`config.mk`:
```
export PLATFORM = sky130hd
export DESIGN_NAME = vegeta_weight_loader
export DESIGN_NICKNAME = d
export VERILOG_FILES = /design/src/rtl/vegeta_weight_loader.sv
export SDC_FILE = /design/constraint.sdc
export NUM_CORES = 1
export LEC_CHECK = 0
export CAP_MARGIN = 20
export CORE_ASPECT_RATIO = 0.5
export CORE_MARGIN = 4
export CORE_UTILIZATION = 36
export DETAILED_ROUTE_END_ITERATION = 8
export MAX_ROUTING_LAYER = met4
export PLACE_DENSITY_LB_ADDON = 0.12
export SYNTH_ARGS = -nofsm -noshare
export SYNTH_HDL_FRONTEND = slang
export SYNTH_SLANG_ARGS = --single-unit
```
`constraint.sdc`:
```
create_clock -name clk -period 1.3 [get_ports clk]
set_clock_uncertainty 0.15 [all_clocks]
set_input_delay 0.39 -clock clk [delete_from_list [all_inputs] [get_ports clk]]
set_output_delay 0.39 -clock clk [all_outputs]
set_load 0.01 [all_outputs]
```
`src/rtl/vegeta_weight_loader.sv`:
```
// Transmit end of the VEGETA PE weight-transfer interface: streams NUM_ROWS compressed
// weight rows into a PE column chain and flips the double-buffer select after each full load.
module vegeta_weight_loader #(
  parameter int ALPHA          = 4,
  parameter int BETA           = 4,
  parameter int MUL_DATAWIDTH  = 8,
  parameter int META_DATA_SIZE = 2,
  parameter int NUM_ROWS       = 4,
  parameter int W              = ALPHA * BETA * (MUL_DATAWIDTH + META_DATA_SIZE),
  parameter int CW             = (NUM_ROWS > 1) ? $clog2(NUM_ROWS) : 1
) (
  input  logic          clk,
  input  logic          rst_n,
  input  logic          start,
  input  logic          abort,
  input  logic [1:0]    buf_free,
  input  logic          in_valid,
  output logic          in_ready,
  input  logic [W-1:0]  in_data,
  output logic [W-1:0]  weight_out,
  output logic          weight_transferring_out,
  output logic          wb_sel,
  output logic          busy,
  output logic          done,
  output logic [CW-1:0] row_cnt
);

  typedef enum logic [1:0] {
    IDLE     = 2'd0,
    WAIT_BUF = 2'd1,
    STREAM   = 2'd2,
    DONE     = 2'd3
  } state_t;

  localparam logic [CW-1:0] LAST_ROW = CW'(NUM_ROWS - 1);

  state_t state_r;

  // Handshake and status derived directly from the state register.
  assign in_ready = (state_r == STREAM);
  assign busy     = (state_r != IDLE);

  // Load sequencer; the final beat stays on weight_out during the one-cycle DONE state.
  always_ff @(posedge clk or negedge rst_n) begin
    if (!rst_n) begin
      state_r                 <= IDLE;
      weight_out              <= {W{1'b0}};
      weight_transferring_out <= 1'b0;
      wb_sel                  <= 1'b0;
      row_cnt                 <= {CW{1'b0}};
      done                    <= 1'b0;
    end else begin
      case (state_r)
        IDLE: begin
          weight_transferring_out <= 1'b0;
          done                    <= 1'b0;
          if (start) begin
            state_r <= WAIT_BUF;
            row_cnt <= {CW{1'b0}};
          end
        end
        WAIT_BUF: begin
          weight_transferring_out <= 1'b0;
          done                    <= 1'b0;
          if (abort) begin
            state_r <= IDLE;
          end else if (buf_free[wb_sel]) begin
            state_r <= STREAM;
          end
        end
        STREAM: begin
          if (abort) begin
            state_r                 <= IDLE;
            weight_transferring_out <= 1'b0;
          end else if (in_valid) begin
            weight_out              <= in_data;
            weight_transferring_out <= 1'b1;
            if (row_cnt == LAST_ROW) begin
              row_cnt <= {CW{1'b0}};
              state_r <= DONE;
              done    <= 1'b1;
            end else begin
              row_cnt <= row_cnt + {{(CW-1){1'b0}}, 1'b1};
            end
          end else begin
            // Bubble: the chain only shifts while transferring is high, so data may hold.
            weight_transferring_out <= 1'b0;
          end
        end
        DONE: begin
          weight_transferring_out <= 1'b0;
          done                    <= 1'b0;
          wb_sel                  <= ~wb_sel;
          state_r                 <= IDLE;
        end
        default: begin
          state_r                 <= IDLE;
          weight_transferring_out <= 1'b0;
          done                    <= 1'b0;
        end
      endcase
    end
  end

endmodule

```
# Yosys cells after proc, flatten, opt, wreduce, memory -nomap -nowiden
# Cells that the tools add are included.
[classes] add_sub_neg=1 order_cmp=1 n_eq_ne=11 n_mux=21 bitwise=2 n_reduce_logical=8
[ops] operator="2-to-1 mux 2 bit" count=10
[ops] operator="case mux 2 bit (4 select lines)" count=1
[ops] operator="AND reduction 4 bit" count=2
[ops] operator="2-to-1 mux 1 bit" count=7
[ops] operator="== test 2 bit (second input constant)" count=3
[ops] operator="!= test 2 bit (second input constant)" count=3
[ops] operator="!= test 3 bit (second input constant)" count=2
[ops] operator="AND reduction 3 bit" count=2
[ops] operator="case mux 1 bit (2 select lines)" count=2
[ops] operator="case mux 2 bit (2 select lines)" count=1
[ops] operator="nonzero test 2 bit" count=2
[ops] operator="!= test 3 x 2 -> 1 bit (second input constant)" count=1
[ops] operator="OR reduction 3 bit" count=1
[ops] operator="adder 2 x 1 -> 2 bit (second input constant)" count=1
[ops] operator="== test 2 x 1 -> 1 bit (second input constant)" count=1
[ops] operator="zero test 2 bit" count=1
[ops] operator="< comparator 1 x 2 -> 1 bit (second input constant)" count=1
[ops] operator="!= test 2 x 1 -> 1 bit (second input constant)" count=1
[ops] operator="NOT 1 bit" count=2
[totals] reg_bits=167 inputBits=167 out_inout_bits=167 word_cells=50

# Logic depth before layout (Yosys ltp)
# Gate-level depths: netlist of the first run.
[logic_depth] word_depth=5 ltp_mapped=7 ltp_nobuf=4

# Least setup slack after synthesis of the first run
# No wires, ideal clock.
[synth_path] path_type="register to register" startpoint="register state_r[0]" endpoint="register row_cnt[0]" setup_ps=69 arrival_time_ps=1139 setup_slack_ps=-58 path_stages_with_launch=5 path_cell_list="dfrtp_1 -> nand4bb_4 -> buf_2 -> or3_1 -> nand3_1"
[synth_via] elab_chain_cells=3 word_cells_on_any_way=8
[synth_rtl] element="from (decl)" line_no="37" text="state_t state_r;"
[synth_rtl] element="from (signal assigned)" line_no="46" text="state_r <= IDLE;"
[synth_rtl] element="from (signal assigned)" line_no="58" text="state_r <= WAIT_BUF;"
[synth_rtl] element="from (signal assigned)" line_no="66" text="state_r <= IDLE;"
[synth_rtl] element="== test 2 bit / zero test 2 bit (equally long branches)" line_no="53" text="case (state_r)"
[synth_rtl] element="!= test 2 bit (no line) / nonzero test 2 bit (equally long branches)"
[synth_rtl] element="AND reduction 4 bit (no line)"
[synth_rtl] element="to (signal assigned)" line_no="50" text="row_cnt <= {CW{1'b0}};"
[synth_rtl] element="to (signal assigned)" line_no="59" text="row_cnt <= {CW{1'b0}};"
[synth_rtl] element="to (signal assigned)" line_no="79" text="row_cnt <= {CW{1'b0}};"
[synth_rtl] element="to (decl)" line_no="25" text="output logic [CW-1:0] row_cnt"
# Parallel ways exist; a longest one is shown, timed or not.
# A chain may end at the register's enable or synchronous reset.

# Worst setup path after layout of the first run
[layout_path] startpoint="register state_r[0]" endpoint="output port busy"
[layout_via] elab_chain_cells=1
[layout_rtl] element="nonzero test 2 bit" line_no="41" text="assign busy = (state_r != IDLE);"
[layout_rtl] element="to (decl)" line_no="23" text="output logic busy,"
# No other way between the ends.

==> results of run 1 <==
[state kept, by name, summed over array words and instances, names as in the netlist]
signal / flops
done: 1
row_cnt: 2
state_r: 2
wb_sel: 1
weight_out: 160
weight_transferring_out: 1
[synthesized netlist by cell type (all sizes together)]
cell	n
nand2	483
dfrtp	167
buf	31
clkbuf	5
nand3	3
a21oi	2
nand2b	2
nor2b	2
a21o	1
a22o	1
ha	1
inv	1
mux2	1
nand4b	1
nand4bb	1
nor2	1
nor3	1
o211ai	1
or2	1
or3	1
xnor2	1
[worst register-to-register path, cell delays in order (launching register included)]
cell and delay (ps):
dfrtp_1 420, buf_6 150, nand4bb_4 260, buf_12 190, clkinv_16 70, buf_4 150
buf_16 140, nand2_1 70, nand2_1 80
[power by group through the flow]
| stage | Clock [mW] | Sequential, mW | Combinational, mW |
|---|---|---|---|
| 2_1_floorplan | 0 | 9.56 | 1.86 |
| 3_3_place_gp | 0 | 8.46 | 8.72 |
| 3_5_place_dp | 0 | 8.54 | 8.85 |
| 4_1_cts | 5.15 | 8.58 | 8.27 |
| 5_1_grt | 5.43 | 9.15 | 12.2 |
| 6_report | 5.11 | 8.92 | 11.5 |
[stage by stage]
step / setup WS, ps / hold slack [ps] / util
global route: -497 / 251 / 0.764
CTS: -438 / 216 / 0.622
floorplan: -57.6 / -55.6 / -
global placement: -581 / 103 / 0.586
detailed placement: -610 / 103 / 0.586
finish: -441 / 251 / 0.764
[logic make-up after synthesis]
kind of cell / share of synthesized area
and+or+nand+nor: 0.301
DFF: 0.657
adders and majority gates: 0.00197
AOI/OAI and AO/OA: 0.00532
muxes: 0.00177
xor gates and xnor gates: 0.00138
buffers and inverters: 0.0315
[layer usage]
metal,part of all wire,global-route usage,up-vias
li1,-,-,3131
met1,0.41,0.270,3343
met2,0.51,0.365,222
met3,0.061,0.0494,51
met4,0.022,0.0611,0
met5,0,-,-
[placed cells by master (no fill, tap or decap), types with 2 or more instances in the layout]
cell type,n
buf_4,105
clkinv_4,5
nand2_4,78
clkdlybuf4s50_1,165
buf_6,91
nand3_2,3
clkbuf_8,2
nand2_2,140
nand2b_1,2
buf_12,18
bufinv_16,2
clkbuf_16,40
nand2_1,265
clkinv_2,3
buf_8,7
dfrtp_1,167
buf_16,10
buf_2,85
[timing repair]
action / 4_1_cts / 5_1_grt
hold buffers: 1 / 0
setup endpoints to repair: 332 / 333
gates resized for setup: 760 / 358
pin swaps: 1 / 250
hold endpoints to repair: 167 / 0
buffers inserted: 24 / 80
gates cloned: 7 / 31
[cell type report]
class,instances,area [µm²],area share
clock buffer,20,457,0.0344
clock inverter,11,126,0.00953
inverter,1,30.0,0.00226
multi-input combinational,504,2950,0.222
sequential,167,4180,0.315
tap,234,293,0.0221
timing repair buffer,505,5220,0.393
timing repair inverter,1,16.3,0.00123
[final timing paths]
| check | from | to | slack (ps) | depth (start not counted) |
|---|---|---|---|---|
| max in group asynchronous | rst_n | weight_out[151]$_DFFE_PN0P_ | 220 | 3 |
| min reg2reg | weight_out[74]$_DFFE_PN0P_ | weight_out[74]$_DFFE_PN0P_ | 320 | 2 |
| min | rst_n | weight_out[94]$_DFFE_PN0P_ | 250 | 2 |
| max | state_r[0]$_DFFE_PN0P_ | busy | -440 | 2 |
| max reg2reg | state_r[0]$_DFFE_PN0P_ | row_cnt[1]$_DFFE_PN0P_ | -440 | 8 |
| min in group clk | weight_out[74]$_DFFE_PN0P_ | weight_out[74]$_DFFE_PN0P_ | 320 | 2 |
==> flow_summary.json, run 1 <==
{
  "grt_pass1_vias": 5972,
  "seqPwrFrac": 0.350,
  "min_period_over_period": 1.34,
  "drive_gt1_frac": 0.495,
  "synth.area.top_cells": "dfrtp_1 (66%), nand2_1 (29%), buf_2 (1.7%), buf_4 (1.1%), nand4bb_4 (0.43%)",
  "stdcell_count": 1443,
  "yosysSeqAreaShare": 0.657,
  "dp_hpwl_um": 14600,
  "combPwrFrac": 0.450,
  "grt_pass1_wl_um": 32900,
  "wl_um": 27300,
  "antenna_found_initial": 0,
  "clock_latency_ps": 420,
  "rows": 34,
  "drt-pass1-iter-count": 4,
  "crit_type": "flop to output pin",
  "vias_per_cell": 4.68,
  "num_io_pins": 334,
  "dieArea_um2": 20000,
  "worstMarginPinSlew_ps": 262,
  "synth_area_um2": 6360,
  "antennaDiodeCount": 0,
  "cap_violations": 0,
  "ys_ff_latch": 167,
  "vdd_drop_max_mv": 1.15,
  "cp_max_fo": 3,
  "crit_buf_inv": 1,
  "hp-class": "input pin to async pin",
  "synth_cells": 708,
  "critPathTopFamily": "flip-flops",
  "drc": 0,
  "first_iter_violations": 264,
  "critPathArrivalTime_ps": 1200,
  "global_route.usage.total": 0.218,
  "synth.distinct_cells": 22,
  "cts_buffers": 17,
  "p_clk_frac": 0.200,
  "leakage_nw": 7.00,
  "fin_tns_setup_ps": -93770,
  "p_int_mw": 16.8,
  "violations": "setup timing",
  "io_buffers": 333,
  "clock-root-buffer": "clkbuf_16",
  "die_height_um": 102,
  "cp-start-kind": "flop",
  "cp.required_ps": 760,
  "route.vias.total": 6747,
  "fin_area_um2": 13300,
  "finalCriticalPeriod_ps": 1740,
  "synth.avg_cell_area_um2": 8.98,
  "cp_slowest_stage_delay_ps": 420,
  "grt-ovfl-total": 0,
  "power_mw": 25.5,
  "synth_top_area_share": 0.657,
  "p_switching_mw": 8.73,
  "nFillCells": 1199,
  "finalMaxSlewViolations": 0,
  "yosys.area.top_type": "dfrtp_1",
  "clk_pin_slew_ps": 70,
  "grt_max_degree": 47,
  "endpoint_kind": "output pin",
  "cts_tree": "built",
  "cts.sink_count": 167,
  "die_w_um": 196,
  "rsz0062_at_grt": "yes",
  "area_growth_pct": 109,
  "placed_area_um2": 10200,
  "setup_viol": 332,
  "p_per_area_nw_per_um2": 1920,
  "p_sw_frac": 0.342,
  "drtAntennaViolNets": 0,
  "place_inst": 1272,
  "crit_chain": "or2_4 -> buf_6",
  "timing.final.ws_setup_ps": -441,
  "layout.nets": 1365,
  "synth_fp_nets": 876,
  "wl_per_cell_um": 18.9,
  "gp_congestion": 0.809,
  "hold_viol_final": 0,
  "initial_core_util": 0.366,
  "clockBufferDepth": 2,
  "maxClockFrequency_ghz": 0.574,
  "htree_num_levels": 4,
  "run_status": "finished with violations",
  "ys_warn_count": 0,
  "cp_slowest_cell": "dfrtp_1",
  "coreArea_um2": 17400,
  "slew-limit-headroom": 0.825
}
Power figures use the tool's default switching activity.
==> inputs of run 2 (changes only) <==
--- a/config.mk
+++ b/config.mk
@@ -5,10 +5,12 @@
 export SDC_FILE = /design/constraint.sdc
 export NUM_CORES = 1
 export LEC_CHECK = 0
+export ABC_AREA = 0
 export CAP_MARGIN = 20
 export CORE_ASPECT_RATIO = 0.5
 export CORE_MARGIN = 4
 export CORE_UTILIZATION = 36
+export CTS_CLUSTER_DIAMETER = 60
 export DETAILED_ROUTE_END_ITERATION = 8
 export MAX_ROUTING_LAYER = met4
 export PLACE_DENSITY_LB_ADDON = 0.12
==> results of run 2 <==
Final layout, timing and power as in run 1 (identical DEF).
==> inputs of run 3 (changes only) <==
--- a/config.mk
+++ b/config.mk
@@ -12,6 +12,7 @@
 export CORE_UTILIZATION = 36
 export CTS_CLUSTER_DIAMETER = 60
 export DETAILED_ROUTE_END_ITERATION = 8
+export GPL_TIMING_DRIVEN = 0
 export MAX_ROUTING_LAYER = met4
 export PLACE_DENSITY_LB_ADDON = 0.12
 export SYNTH_ARGS = -nofsm -noshare
==> flow_summary.json, run 3 (synthesized netlist as in run 1, its figures left out) <==
{
  "p_sw_frac": 0.331,
  "wl_um": 25300,
  "worstMarginPinSlew_ps": 749,
  "setup_viol": 333,
  "r2r_start": "state_r[0]$_DFFE_PN0P_",
  "hp-class": "input pin to async pin",
  "startpoint": "state_r[0]$_DFFE_PN0P_",
  "drc": 0,
  "post-place-ws_ps": -867,
  "cts_buffers": 17,
  "num_io_pins": 334,
  "crit_chain": "buf_6 -> nand4bb_4 -> buf_6 -> buf_12 -> or3_1 -> nand3_2",
  "die_height_um": 102,
  "clk_pin_slew_ps": 60,
  "power_mw": 25.1,
  "r2r_slack_ps": -520,
  "antenna_found_initial": 1,
  "reg_top3": "weight_out: 160 flops, row_cnt: 2 flops, state_r: 2 flops",
  "rsz0062_at_grt": "yes",
  "cp-start-kind": "flop",
  "cts_tree": "built",
  "p_int_mw": 16.8,
  "rows": 34,
  "crit_path_frequent_cell": "buf_6",
  "hold_viol_final": 97,
  "cp_slowest_stage_delay_ps": 430,
  "wl_per_cell_um": 17.4,
  "use_met1": 0.264,
  "fin_area_um2": 13000,
  "run_status": "finished with violations",
  "drt-pass1-iter-count": 5,
  "first_iter_violations": 222,
  "p_switching_mw": 8.33,
  "slew-limit-headroom": 0.501,
  "route.vias.total": 6639,
  "seqPwrFrac": 0.352,
  "clock-root-buffer": "clkbuf_16",
  "final_cell_mix": "nand2_1 (287), dfrtp_1 (166), clkdlybuf4s50_1 (165), nand2_2 (151), buf_4 (108)",
  "endpoint": "row_cnt[0]$_DFFE_PN0P_",
  "dieArea_um2": 20000,
  "initial_core_util": 0.366,
  "layout.nets": 1374,
  "clockBufferDepth": 2,
  "grt_use_met2": 0.383,
  "maxClockFrequency_ghz": 0.550,
  "io_buffers": 333,
  "endpoint_kind": "flop",
  "grt_pass1_wl_um": 33600,
  "timing.final.ws_setup_ps": -519,
  "rr_endpoint": "row_cnt[0]$_DFFE_PN0P_",
  "htree_num_levels": 4,
  "p_clk_frac": 0.203,
  "final_core_util": 0.750,
  "leakage_nw": 6.94,
  "coreArea_um2": 17400,
  "reg2reg_depth": 6,
  "cp.required_ps": 1490,
  "min_period_over_period": 1.40,
  "vias_per_cell": 4.57,
  "holdWs_ps": -149,
  "use_met3": 0.0576,
  "vdd_drop_max_mv": 1.04,
  "drive_gt1_frac": 0.479,
  "grt-ovfl-total": 0,
  "finalMaxSlewViolations": 0,
  "p_per_area_nw_per_um2": 1930,
  "grt_max_degree": 99,
  "place_inst": 1276,
  "grt_busiest_layer": "met2",
  "cts.sink_count": 167,
  "regMostFlops": "weight_out",
  "clock_latency_ps": 400,
  "fin_tns_setup_ps": -98380,
  "gp_congestion": 0.787,
  "cp_slowest_cell": "dfrtp_2",
  "stdcell_count": 1453,
  "largest_reg_flops": 160,
  "cp_max_fo": 6,
  "global_route.usage.total": 0.222,
  "crit_type": "flop to flop",
  "placed_area_um2": 10000,
  "critPathArrivalTime_ps": 2010,
  "layout_commonest_cell": "nand2_1",
  "grt_pass1_vias": 6275,
  "combPwrFrac": 0.445,
  "dp_hpwl_um": 14900,
  "violations": "hold timing, setup timing",
  "finalCriticalPeriod_ps": 1820,
  "drtAntennaViolNets": 0,
  "area_growth_pct": 105,
  "die_w_um": 196,
  "cap_violations": 0
}
-- run 3: cell count changes in the layout (fill, tap and decap cells not counted), moves of 6 or more --
cell,change
clkbuf_16,-11
nand2_1,+22
buf_12,-6
nand2_4,-33
nand2_2,+11
buf_8,+25
-- run 3: layout make-up --
type / instances / area (µm²)
antenna: 1 / 2.50
buffer: 31 / 442
clock buffer: 23 / 458
clock inverter: 8 / 124
fill: 1226 / 4330
inverter: 1 / 16.3
multi-input combinational: 504 / 2730
sequential: 167 / 4180
tap: 234 / 293
timing repair buffer: 483 / 4760
timing repair inverter: 1 / 16.3
-- run 3: how the worst min path moves through the flow --
stage,to,slack (ps),cells past startpoint
2_1_floorplan,done$_DFFE_PN0P_,-60,0
3_3_place_gp,weight_out[44]$_DFFE_PN0P_,310,2
3_5_place_dp,weight_out[111]$_DFFE_PN0P_,310,2
4_1_cts,weight_out[75]$_DFFE_PN0P_,-130,1
5_1_grt,weight_out[69]$_DFFE_PN0P_,-100,1
6_report,weight_out[71]$_DFFE_PN0P_,-150,1
-- run 3: power groups by stage --
stage	clock, mW	sequential (mW)	combinational, mW
5_1_grt	5.44	9.06	12.0
6_report	5.10	8.85	11.2
2_1_floorplan	0	9.56	1.86
3_5_place_dp	0	8.57	8.65
3_3_place_gp	0	8.50	8.52
4_1_cts	5.17	8.65	8.46
-- run 3: timing repair --
item	in CTS	in global routing
resized for setup	893	262
gates cloned	17	13
pin swaps	80	189
endpoints found under the hold margin	97	97
setup endpoints to repair	331	333
buffers inserted	45	83
-- run 3: worst max-delay path: cells and delay by family, from the launching register on --
family                 cells  cell delay [ps]
buffers and inverters      3              460
AND/OR/NAND/NOR            3              710
flip-flops                 1              430
-- run 3: layer usage --
metal	routed length, µm	up-vias
li1	-	3156
met1	10100	3258
met2	13200	200
met3	1540	25
met4	429	0
met5	0	-
